File: src/rtl/wbr_scan_ctrl.sv
// wbr_scan_ctrl: load -> capture -> unload sequencer for one WC_SF1_CII
// wrapper boundary register segment (serial in WPSI, serial out WPSO).
// Optional compare logic: define WBR_SCAN_CTRL_COMPARE_EN to add
// expected/mask inputs and a registered fail flag.
module wbr_scan_ctrl #(
    parameter int CHAIN_LEN = 8
) (
    input  logic                 CLK,
    input  logic                 resetn,
    input  logic                 start,
    input  logic                 abort,
    input  logic                 capture_en,
    input  logic [CHAIN_LEN-1:0] pattern,
`ifdef WBR_SCAN_CTRL_COMPARE_EN
    input  logic [CHAIN_LEN-1:0] expected,
    input  logic [CHAIN_LEN-1:0] mask,
    output logic                 fail,
`endif
    output logic                 wse_outputs,
    output logic                 hold_outputs,
    output logic                 WPSI,
    input  logic                 WPSO,
    output logic [CHAIN_LEN-1:0] response,
    output logic                 busy,
    output logic                 done
);

    localparam int CNT_W = $clog2(CHAIN_LEN);

    typedef enum logic [2:0] {
        S_IDLE,
        S_LOAD,
        S_CAPTURE,
        S_UNLOAD,
        S_DONE
    } state_t;

    state_t               state;
    state_t               state_n;
    logic [CHAIN_LEN-1:0] sreg;
    logic [CNT_W-1:0]     cnt;
    logic                 cap_q;
    logic                 last_shift;
`ifdef WBR_SCAN_CTRL_COMPARE_EN
    logic [CHAIN_LEN-1:0] expected_q;
    logic [CHAIN_LEN-1:0] mask_q;
`endif

    assign last_shift = (cnt == CNT_W'(CHAIN_LEN - 1));
    assign WPSI       = sreg[CHAIN_LEN-1];

    // State register
    always_ff @(posedge CLK) begin
        if (!resetn) state <= S_IDLE;
        else         state <= state_n;
    end

    // Next-state and Moore output decode; abort beats start and any shift progress
    always_comb begin
        state_n      = state;
        wse_outputs  = 1'b0;
        hold_outputs = 1'b1;
        busy         = 1'b0;
        done         = 1'b0;
        case (state)
            S_IDLE: begin
                if (start && !abort) state_n = S_LOAD;
            end
            S_LOAD: begin
                wse_outputs  = 1'b1;
                hold_outputs = 1'b0;
                busy         = 1'b1;
                if (abort)           state_n = S_IDLE;
                else if (last_shift) state_n = cap_q ? S_CAPTURE : S_DONE;
            end
            S_CAPTURE: begin
                hold_outputs = 1'b0;
                busy         = 1'b1;
                state_n      = abort ? S_IDLE : S_UNLOAD;
            end
            S_UNLOAD: begin
                wse_outputs  = 1'b1;
                hold_outputs = 1'b0;
                busy         = 1'b1;
                if (abort)           state_n = S_IDLE;
                else if (last_shift) state_n = S_DONE;
            end
            S_DONE: begin
                done    = 1'b1;
                state_n = S_IDLE;
            end
            default: state_n = S_IDLE;
        endcase
    end

    // Shift register, counter, request latches and the held result registers
    always_ff @(posedge CLK) begin
        if (!resetn) begin
            sreg       <= '0;
            cnt        <= '0;
            cap_q      <= 1'b0;
            response   <= '0;
`ifdef WBR_SCAN_CTRL_COMPARE_EN
            expected_q <= '0;
            mask_q     <= '0;
            fail       <= 1'b0;
`endif
        end else begin
            case (state)
                S_IDLE: begin
                    if (start && !abort) begin
                        sreg       <= pattern;
                        cnt        <= '0;
                        cap_q      <= capture_en;
`ifdef WBR_SCAN_CTRL_COMPARE_EN
                        expected_q <= expected;
                        mask_q     <= mask;
`endif
                    end
                end
                S_LOAD, S_UNLOAD: begin
                    // Outgoing MSB feeds the chain while the chain tail refills the LSB
                    sreg <= {sreg[CHAIN_LEN-2:0], WPSO};
                    cnt  <= last_shift ? '0 : cnt + CNT_W'(1);
                end
                S_CAPTURE: begin
                    cnt <= '0;
                end
                S_DONE: begin
                    response <= sreg;
`ifdef WBR_SCAN_CTRL_COMPARE_EN
                    fail     <= |((sreg ^ expected_q) & mask_q);
`endif
                end
                default: ;
            endcase
        end
    end

endmodule

File: config.mk
export PLATFORM = sky130hd
export DESIGN_NAME = wbr_scan_ctrl
export DESIGN_NICKNAME = d
export VERILOG_FILES = /design/src/rtl/wbr_scan_ctrl.sv
export SDC_FILE = /design/constraint.sdc
export NUM_CORES = 1
export LEC_CHECK = 0
export CAP_MARGIN = 0
export CORE_AREA = 2 2 56 45
export DETAILED_ROUTE_END_ITERATION = 10
export DIE_AREA = 0 0 58 47
export MAX_ROUTING_LAYER = met4
export PLACE_DENSITY = 0.78
export SLEW_MARGIN = 20
export SYNTH_ARGS = -nofsm -noshare
export SYNTH_HDL_FRONTEND = slang
export SYNTH_SLANG_ARGS = --single-unit
File: constraint.sdc
create_clock -name CLK -period 2.3 [get_ports CLK]
set_input_delay 0.69 -clock CLK [delete_from_list [all_inputs] [get_ports CLK]]
set_output_delay 0.69 -clock CLK [all_outputs]
set_load 0.02 [all_outputs]
==> results.toml, run 1 <==
[sta]
setup_viol = 0
grt_setup_unrepaired = "no"
slew_headroom_pct = 74.6
tns_ns = 0
period_share_pct = 88.7
fin_crit_ns = 2.04
hold_viol = 0
worst_pin_slew_ns = 0.380
clock_skew_ns = 0.00416
fmax_ghz = 0.490
slew_violations = 0

[global_routing]
grt.total_usage_pct = 20.0
antenna_found_initial = 0
gr-total-overflow = 0
grt_max_degree = 15
first_global_vias = 846
grt_pass1_wl_mm = 3.89

[placed_design]
gp_congestion = 0.807
portBuffers = 26
dp_hpwl_mm = 1.76

[route]
routed_wl_mm = 2.42
avgViaCountPerCell = 5.58
wl_per_cell_um = 14.6
vias = 920
drt_iter0_drc = 18
drc = 0
postRouteAntennaNets = 0
dr.pass1.iters = 5

[floorplanning]
ios = 27
initial_core_util_pct = 48.0
coreArea_um2 = 2180
dieArea_um2 = 2730
dieWidth_um = 58
placementRows = 15
die_h_um = 47

[logic_synthesis]
synth_cells = 108
avgSynthCellArea_um2 = 9.69
ys_ff_latch = 23
synth_cell_types = 31
synth_warnings = 0
synth_nets = 124
ys_seq_area_share_pct = 44.0
synth_area_um2 = 1050

[worst_setup_path]
crit_family = "flip-flops"
crit_fanout = 7
start_kind = "flop"
path_class = "reg -> out"
cp-end-kind = "output pin"
crit_top_cell = "nor2_1"
cpPeakStageDelay_ns = 0.39
slowest_stage = "dfxtp_2"
worstPathArrival_ns = 1.35
critPathRequiredTime_ns = 1.61
path_cells = "nor2_1, nor2_1, inv_1, dlygate4sd2_1"
cp_num_buf_inv = 2

[power]
p_clk_share_pct = 25.8
seq_power_share_pct = 59.0
ir_drop_uv = 553
p_switching_mw = 0.193
internal_power_mw = 0.537
power_mw = 0.730
p_per_area_nw_per_um2 = 526
power_switching_share_pct = 26.4
power.share.combinational_pct = 15.2
power_leakage_nw = 0.562

[cells_and_area]
nets = 157
layout_commonest_cell = "clkdlybuf4s50_1"
layout-drive-gt1-share_pct = 17.9
layout_common_cells = "22 x clkdlybuf4s50_1, 20 x dfxtp_1, 15 x nor2_1"
insertedDiodeCount = 0
area_delta_synth_final_pct = 32.8

[run_status]
outcome = "completed"

[worst_hold_path]
min_path_type = "reg -> reg"

[clocking]
clock-sinks = 23
postCtsHoldBufs = 0
cts_tree = "yes"
root_buffer = "clkbuf_4"
cts_setup_buffers = 0
cts.repair.resized = 5
clock_latency_ns = 0.31
cts-htree-levels = 1
clkTransAtPathRegs_ns = 0.13
clock_path_buffers = 2
cts_made_buffers = 3

[flow_run]
drv_cap = 0
## layout make-up
cell class / count / area, um^2
clock buffers: 3 / 22.5
clock inverters: 1 / 5.00
fillers: 180 / 788
inverters: 4 / 15.0
multi-input cells: 76 / 536
flip-flops and latches: 23 / 464
well taps: 25 / 31.3
repair buffers: 33 / 315
## tightest hold or removal path: cells and delay by family (launching register included)
family / cells / cell delay [ns]
flops: 1 / 0.35
simple gates: 1 / 0.07
mux: 1 / 0.06
## flip-flops by register name, summed over array words and instances (netlist names)
name,cells
cnt,3
cap_q,1
sreg,8
state,3
response,8
## path summary, 6_finish.rpt
kind / from / to / slack (ns) / cells after the start
setup / recovery: state[1]$_SDFFE_PN0P_ / hold_outputs / 0.26 / 4
hold reg to reg: response[2]$_SDFFE_PN0P_ / response[2]$_SDFFE_PN0P_ / 0.51 / 2
setup reg to reg: state[2]$_SDFFE_PN0P_ / sreg[2]$_SDFFE_PN0P_ / 1.04 / 4
hold / removal: response[2]$_SDFFE_PN0P_ / response[2]$_SDFFE_PN0P_ / 0.51 / 2
## cells by family after synthesis
| group | synth area share (%) |
|---|---|
| AOI/OAI and AO/OA | 19.9 |
| adders and majority gates | 2.39 |
| buffers and inverters | 4.78 |
| DFF | 44.0 |
| muxes | 9.57 |
| and+or+nand+nor | 19.4 |
## routing by layer
| metal | track usage [%] | vias up | share of wire, % |
|---|---|---|---|
| li1 | - | 458 | - |
| met1 | 21.7 | 416 | 43 |
| met2 | 34.3 | 42 | 47 |
| met3 | 7.71 | 4 | 8.9 |
| met4 | 6.98 | 0 | 0.95 |
| met5 | - | - | 0 |
## power groups by stage
stage          clock network (mW)  logic (mW)  registers (mW)
3_3_place_gp                    0       0.108           0.438
4_1_cts                     0.191       0.112           0.430
3_5_place_dp                    0       0.112           0.439
6_report                    0.189       0.111           0.431
5_1_grt                     0.211       0.122           0.432
2_1_floorplan                   0      0.0626           0.435
## synth_stat cells, drive strengths merged
cell | n | share of area [%]
a211oi | 7 | 6.5
a21o | 1 | 0.84
a21oi | 7 | 3.3
a2bb2oi | 1 | 0.84
a31o | 1 | 0.84
a32o | 2 | 1.9
buf | 4 | 3.0
clkbuf | 1 | 0.36
clkinv | 1 | 0.36
dfxtp | 23 | 44
ha | 2 | 2.4
inv | 3 | 1.1
mux2i | 10 | 9.6
nand2 | 4 | 1.4
nand2b | 2 | 1.2
nand3 | 1 | 0.48
nand3b | 1 | 0.72
nor2 | 15 | 5.4
nor2b | 1 | 0.60
nor3 | 8 | 5.3
nor3b | 1 | 1.2
nor4b | 2 | 3.1
o2111a | 1 | 1.1
o21ai | 8 | 3.8
o31ai | 1 | 0.72
## stage by stage
| stage | utilization [%] | std cells | hold slack, ns | setup slack [ns] | instance area, um^2 |
|---|---|---|---|---|---|
| final | 63.8 | 165 | 0.513 | 0.259 | 1390 |
| after global routing | 63.8 | 165 | 0.537 | 0.154 | 1390 |
| after CTS | 63.6 | 165 | 0.507 | 0.0164 | 1380 |
| after detailed placement | 62.2 | 161 | 0.487 | 0.230 | 1360 |
| after global placement | 62.2 | 161 | 0.456 | 0.269 | 1360 |
| after floorplan | - | 108 | 0.433 | 0.539 | 1050 |
Power figures use the tool's default switching activity.
==> run 2, diff against run 1 <==
--- a/config.mk
+++ b/config.mk
@@ -5,10 +5,10 @@
 export SDC_FILE = /design/constraint.sdc
 export NUM_CORES = 1
 export LEC_CHECK = 0
-export CAP_MARGIN = 0
 export CORE_AREA = 2 2 56 45
 export DETAILED_ROUTE_END_ITERATION = 10
 export DIE_AREA = 0 0 58 47
+export HOLD_SLACK_MARGIN = 0.03
 export MAX_ROUTING_LAYER = met4
 export PLACE_DENSITY = 0.78
 export SLEW_MARGIN = 20
==> results of run 2 <==
No change in the layout: final DEF, timing and power equal those of run 1.
